<file path="config.mk">
export PLATFORM = sky130hd
export DESIGN_NAME = spi_rx_ctrl
export DESIGN_NICKNAME = d
export VERILOG_FILES = /design/src/rtl/spi_rx_ctrl.sv
export SDC_FILE = /design/constraint.sdc
export NUM_CORES = 1
export LEC_CHECK = 0
export ABC_CLOCK_PERIOD_IN_PS = 2900
export CELL_PAD_IN_SITES_DETAIL_PLACEMENT = 1
export CELL_PAD_IN_SITES_GLOBAL_PLACEMENT = 1
export CORE_MARGIN = 3
export CORE_UTILIZATION = 41
export DETAILED_ROUTE_END_ITERATION = 8
export PLACE_DENSITY = 0.84
export SLEW_MARGIN = 20
export SYNTH_ARGS = -nofsm -noshare
export SYNTH_HDL_FRONTEND = slang
export SYNTH_SLANG_ARGS = --single-unit
</file>
<file path="constraint.sdc">
create_clock -name clk -period 2.9 [get_ports clk]
set_clock_uncertainty 0.15 [all_clocks]
set_input_delay 0.87 -clock clk [delete_from_list [all_inputs] [get_ports clk]]
set_output_delay 0.87 -clock clk [all_outputs]
set_load 0.01 [all_outputs]
</file>
<file path="src/rtl/spi_rx_ctrl.sv">
// spi_rx_ctrl: SPI mode-0 read-path controller for the ILI9341 display link.
// Define SPI_RX_DUMMY_EN to issue DUMMY_BITS dummy clocks before the data.
module spi_rx_ctrl #(
    parameter int  CLK_DIV    = 2,
    parameter int  MAX_BYTES  = 4,
    parameter int  DUMMY_BITS = 1,
    localparam int NB_W       = $clog2(MAX_BYTES + 1)
) (
    input  logic            clk,
    input  logic            rst,
    input  logic            start,
    input  logic [NB_W-1:0] nbytes,
    input  logic            miso,
    input  logic            rx_ready,
    output logic            cs_n,
    output logic            sclk,
    output logic [7:0]      rx_data,
    output logic            rx_valid,
    output logic            busy,
    output logic            done
);

    typedef enum logic [2:0] {
        S_IDLE,
`ifdef SPI_RX_DUMMY_EN
        S_DUMMY,
`endif
        S_SHIFT,
        S_HOLD,
        S_DONE
    } state_t;

    localparam logic [7:0]      DIV_LAST = 8'(CLK_DIV - 1);
    localparam logic [NB_W-1:0] MAX_NB   = NB_W'(MAX_BYTES);

    state_t          state_q, state_d;
    logic [7:0]      div_q, div_d;
    logic            sclk_q, sclk_d;
    logic [2:0]      bit_q, bit_d;
    logic [NB_W-1:0] bytes_q, bytes_d;
    logic [7:0]      shift_q, shift_d;
    logic [7:0]      rx_data_q, rx_data_d;
    logic            rx_valid_q, rx_valid_d;
    logic            cs_n_q, cs_n_d;
    logic            busy_q, busy_d;
    logic            done_q, done_d;
    logic            tc;
    logic [NB_W-1:0] nb_clamped;

`ifdef SPI_RX_DUMMY_EN
    localparam int            DW         = (DUMMY_BITS > 1) ? $clog2(DUMMY_BITS) : 1;
    localparam logic [DW-1:0] DUMMY_LAST = DW'(DUMMY_BITS - 1);

    logic [DW-1:0] dummy_q, dummy_d;
`else
    logic unused_dummy_bits;
    assign unused_dummy_bits = |DUMMY_BITS;
`endif

    assign tc         = (div_q == DIV_LAST);
    assign nb_clamped = (nbytes > MAX_NB) ? MAX_NB : nbytes;

    always_comb begin
        state_d    = state_q;
        div_d      = div_q;
        sclk_d     = sclk_q;
        bit_d      = bit_q;
        bytes_d    = bytes_q;
        shift_d    = shift_q;
        rx_data_d  = rx_data_q;
        rx_valid_d = rx_valid_q;
`ifdef SPI_RX_DUMMY_EN
        dummy_d    = dummy_q;
`endif
        unique case (state_q)
            S_IDLE: begin
                sclk_d = 1'b0;
                div_d  = '0;
                if (start && (nbytes != '0)) begin
                    bytes_d = nb_clamped;
                    bit_d   = '0;
`ifdef SPI_RX_DUMMY_EN
                    dummy_d = '0;
                    state_d = (DUMMY_BITS > 0) ? S_DUMMY : S_SHIFT;
`else
                    state_d = S_SHIFT;
`endif
                end
            end
`ifdef SPI_RX_DUMMY_EN
            S_DUMMY: begin
                div_d  = tc ? '0 : div_q + 8'd1;
                sclk_d = sclk_q ^ tc;
                // samples taken during dummy clocks are thrown away
                if (tc && sclk_q) begin
                    if (dummy_q == DUMMY_LAST) begin
                        state_d = S_SHIFT;
                        bit_d   = '0;
                    end else begin
                        dummy_d = dummy_q + 1'b1;
                    end
                end
            end
`endif
            S_SHIFT: begin
                div_d  = tc ? '0 : div_q + 8'd1;
                sclk_d = sclk_q ^ tc;
                if (tc && !sclk_q) begin
                    shift_d = {shift_q[6:0], miso};
                end else if (tc && sclk_q) begin
                    bit_d = bit_q + 3'd1;
                    if (bit_q == 3'd7) begin
                        rx_data_d  = shift_q;
                        rx_valid_d = 1'b1;
                        state_d    = S_HOLD;
                    end
                end
            end
            S_HOLD: begin
                sclk_d = 1'b0;
                if (rx_valid_q && rx_ready) begin
                    rx_valid_d = 1'b0;
                    bytes_d    = bytes_q - 1'b1;
                    div_d      = '0;
                    bit_d      = '0;
                    state_d    = (bytes_q == NB_W'(1)) ? S_DONE : S_SHIFT;
                end
            end
            S_DONE: begin
                sclk_d  = 1'b0;
                state_d = S_IDLE;
            end
            default: begin
                state_d = S_IDLE;
            end
        endcase
    end

    // outputs are registered straight from the next state
    assign cs_n_d = (state_d == S_IDLE) || (state_d == S_DONE);
    assign busy_d = (state_d != S_IDLE);
    assign done_d = (state_d == S_DONE);

    always_ff @(posedge clk) begin
        if (!rst) begin
            state_q    <= S_IDLE;
            div_q      <= '0;
            sclk_q     <= 1'b0;
            bit_q      <= '0;
            bytes_q    <= '0;
            shift_q    <= '0;
            rx_data_q  <= '0;
            rx_valid_q <= 1'b0;
            cs_n_q     <= 1'b1;
            busy_q     <= 1'b0;
            done_q     <= 1'b0;
`ifdef SPI_RX_DUMMY_EN
            dummy_q    <= '0;
`endif
        end else begin
            state_q    <= state_d;
            div_q      <= div_d;
            sclk_q     <= sclk_d;
            bit_q      <= bit_d;
            bytes_q    <= bytes_d;
            shift_q    <= shift_d;
            rx_data_q  <= rx_data_d;
            rx_valid_q <= rx_valid_d;
            cs_n_q     <= cs_n_d;
            busy_q     <= busy_d;
            done_q     <= done_d;
`ifdef SPI_RX_DUMMY_EN
            dummy_q    <= dummy_d;
`endif
        end
    end

    assign cs_n     = cs_n_q;
    assign sclk     = sclk_q;
    assign rx_data  = rx_data_q;
    assign rx_valid = rx_valid_q;
    assign busy     = busy_q;
    assign done     = done_q;

endmodule

</file>
==> summary.json <==
{
  "timing.rr.end": {"value": "cs_n"},
  "grt_start_max_net_pins": {"value": 17},
  "fp.coreArea": {"value": 4060, "unit": "µm²"},
  "dpl_worst_slack": {"value": 204, "unit": "ps"},
  "clk_pin_slew_worst_paths": {"value": 70, "unit": "ps"},
  "synth_async_sr_flop_share": {"value": 0},
  "worst_r2r_path_cells": {"value": 8},
  "finalCritPeriodShare": {"value": 0.926},
  "synth.avg_cell_area": {"value": 8.65, "unit": "µm²"},
  "die_footprint": {"value": 5110, "unit": "µm²"},
  "vias": {"value": 1490},
  "synth_seq_cells": {"value": 38},
  "synth-edff-count": {"value": 0},
  "post_route_cells_drive_above_1_share": {"value": 0.0921},
  "status": {"value": "finished, final reports clean"},
  "ys_warn_count": {"value": 0},
  "die_h": {"value": 71.5, "unit": "µm"},
  "cp-start-kind": {"value": "flip-flop"},
  "worst_skew_pair.late_latency": {"value": 290, "unit": "ps"},
  "count_of_unresolved_drc_violations_after_routing": {"value": 0},
  "cts_tree": {"value": "done"},
  "period_minus_slack": {"value": 2680, "unit": "ps"},
  "floorplan.die.width": {"value": 71.5, "unit": "µm"},
  "drt_pass1_iterations": {"value": 4},
  "start_util": {"value": 0.433},
  "timing.final.setup_violations": {"value": 0},
  "timing.critical_path.from": {"value": "div_q[0]"},
  "routed_via_density": {"value": 5.36},
  "critical_path_peak_fanout": {"value": 6},
  "cts-root-buf": {"value": "sky130_fd_sc_hd__clkbuf_8"},
  "syn-cell-area": {"value": 1760, "unit": "µm²"},
  "mapped_nets": {"value": 219},
  "yosysSeqAreaShare": {"value": 0.433},
  "globalRoute.totalOverflow": {"value": 0},
  "synth.lib_cells_used.distinct": {"value": 46},
  "grt_pass1_wl": {"value": 7380, "unit": "µm"},
  "criticalPathCategory": {"value": "reg2reg"},
  "portBuffers": {"value": 20},
  "std_cell_rows": {"value": 23},
  "final.setup.tns": {"value": 0, "unit": "ps"},
  "gr-usage-all-layers": {"value": 0.184},
  "max-vdd-ir-drop": {"value": 0.273, "unit": "mV"},
  "place.gp.congestion": {"value": 0.799},
  "first_global_vias": {"value": 1568},
  "routed_wirelength": {"value": 4240, "unit": "µm"},
  "area.growth.synth_to_final": {"value": 20.4, "unit": "%"},
  "commonest_register_cell_after_synthesis": {"value": "sky130_fd_sc_hd__dfxtp_1"},
  "cell_count_after_synthesis": {"value": 203},
  "min-delay-path-class": {"value": "reg2reg"},
  "whs_path_depth": {"value": 2},
  "clock-sinks": {"value": 38},
  "slew_violations": {"value": 0},
  "design.portCount": {"value": 21},
  "antenna-diode-count": {"value": 0},
  "cts-htree-levels": {"value": 2},
  "max-cap-violations": {"value": 0},
  "worst_hold_startpoint": {"value": "rx_data[4]"},
  "worst_slack": {"value": 216, "unit": "ps"},
  "initialDrtViolationCount": {"value": 53},
  "wire_per_inst": {"value": 15.2, "unit": "µm"},
  "numCtsBuffers": {"value": 5},
  "power_leakage": {"value": 0.744, "unit": "nW"},
  "required": {"value": 2970, "unit": "ps"},
  "min_to": {"value": "rx_data[4]"},
  "fmax": {"value": 373, "unit": "MHz"},
  "buffers_from_clock_root_to_sink_at_most": {"value": 2},
  "post-dp-hpwl": {"value": 2930, "unit": "µm"},
  "rsz0062_at_grt": {"value": "false"},
  "layout_commonest_cell": {"value": "sky130_fd_sc_hd__nand2_1"},
  "cp_data_arrival_time": {"value": 2750, "unit": "ps"},
  "kind_of_end_point_of_the_critical_path": {"value": "flip-flop"},
  "antenna_violating_nets_post_route": {"value": 0},
  "critical_path.reg2reg.startpoint": {"value": "div_q[0]"},
  "initial_antenna_violation_count": {"value": 0},
  "power_density": {"value": 465, "unit": "nW/µm²"},
  "mostFrequentLayoutCells": {"value": "sky130_fd_sc_hd__nand2_1, sky130_fd_sc_hd__dfxtp_1, sky130_fd_sc_hd__a21oi_1"},
  "setup.reg_to_reg.worst_slack": {"value": 220, "unit": "ps"},
  "final_net_count": {"value": 243},
  "hold_violations": {"value": 0}
}
[stage by stage]
| step | hold WS [ps] | cell area, µm² | instances | total power, mW | utilization |
|---|---|---|---|---|---|
| after global routing | 326 | 2110 | 278 | 1.03 | 0.521 |
| after floorplan | 282 | 1760 | 203 | 0.588 | - |
| after CTS | 311 | 2110 | 278 | 0.993 | 0.519 |
| after global placement | 295 | 2010 | 270 | 0.613 | 0.496 |
| after detailed placement | 300 | 2010 | 270 | 0.613 | 0.496 |
| final | 306 | 2110 | 278 | 0.982 | 0.521 |
[final cells by class]
| cell class | instances | area (µm²) |
|---|---|---|
| Multi-Input combinational cell | 152 | 947 |
| Clock buffer | 6 | 82.6 |
| Timing Repair Buffer | 23 | 223 |
| Tap cell | 50 | 62.6 |
| Inverter | 7 | 26.3 |
| Fill cell | 490 | 1940 |
| Sequential cell | 38 | 761 |
| Clock inverter | 2 | 12.5 |
[cells by family after synthesis]
| kind of cell | after synthesis | synth area share |
|---|---|---|
| AND/OR/NAND/NOR | 90 | 0.274 |
| XOR/XNOR | 6 | 0.0299 |
| flip-flops | 38 | 0.433 |
| adder cells (fa/ha/maj) | 8 | 0.0570 |
| buffers and inverters | 13 | 0.0328 |
| AO/OA/AOI/OAI | 43 | 0.149 |
| multiplexers | 4 | 0.0228 |
| other | 1 | 0.00213 |
[layer usage]
layer	up-vias	routed length (µm)	global-route usage
met1	713	2060	0.239
met3	6	106	0.0491
met5	-	0	0
met4	0	57	0.0647
met2	17	2020	0.295
li1	754	-	-
[worst max-delay path, cell delays in order, from the launching register on]
cell and delay, ps:
sky130_fd_sc_hd__dfxtp_1 420, sky130_fd_sc_hd__ha_1 160, sky130_fd_sc_hd__or4b_1 480, sky130_fd_sc_hd__nor4_1 320, sky130_fd_sc_hd__ha_1 290, sky130_fd_sc_hd__nand3b_1 200, sky130_fd_sc_hd__a21oi_1 110, sky130_fd_sc_hd__a21oi_2 250
sky130_fd_sc_hd__mux2i_1 210
[worst max-delay path by stage]
stage / to / cells past startpoint / slack (ps)
floorplan: cs_n / 8 / 490
global placement: cs_n / 8 / 270
detailed placement: cs_n / 8 / 200
CTS: cs_n / 8 / 150
global route: cs_n / 8 / 10
finish: cs_n / 8 / 220
[report_power, final]
group / switching [mW] / internal, mW
Combinational: 0.0358 / 0.0314
Sequential: 0.00879 / 0.528
Clock: 0.188 / 0.191
Total: 0.232 / 0.750
[cells in the mapped netlist (3+ instances only)]
| library cell | instances | share of area |
|---|---|---|
| sky130_fd_sc_hd__a21oi_1 | 22 | 0.063 |
| sky130_fd_sc_hd__clkbuf_1 | 3 | 0.0064 |
| sky130_fd_sc_hd__dfxtp_1 | 38 | 0.43 |
| sky130_fd_sc_hd__ha_1 | 8 | 0.057 |
| sky130_fd_sc_hd__inv_1 | 7 | 0.015 |
| sky130_fd_sc_hd__mux2i_1 | 4 | 0.023 |
| sky130_fd_sc_hd__nand2_1 | 40 | 0.085 |
| sky130_fd_sc_hd__nand3_1 | 6 | 0.017 |
| sky130_fd_sc_hd__nand3b_1 | 3 | 0.013 |
| sky130_fd_sc_hd__nor2_1 | 12 | 0.026 |
| sky130_fd_sc_hd__nor2b_1 | 4 | 0.014 |
| sky130_fd_sc_hd__o211ai_1 | 3 | 0.013 |
| sky130_fd_sc_hd__o21ai_0 | 4 | 0.011 |
| sky130_fd_sc_hd__or3_1 | 3 | 0.011 |
| sky130_fd_sc_hd__xor2_1 | 5 | 0.025 |
[registers in the layout (all words and copies together), names as in the netlist, 3 cells and up]
| register | cells |
|---|---|
| div_q | 8 |
| rx_data | 8 |
| shift_q | 8 |
| bit_q | 3 |
| bytes_q | 3 |
| state_q | 3 |
[repair_timing]
item	4_1_cts	5_1_grt
hold buffers	0	0
resized for setup	0	2
setup endpoints to repair	0	2
setup buffers	0	0
(Power assumes the default switching activity.)
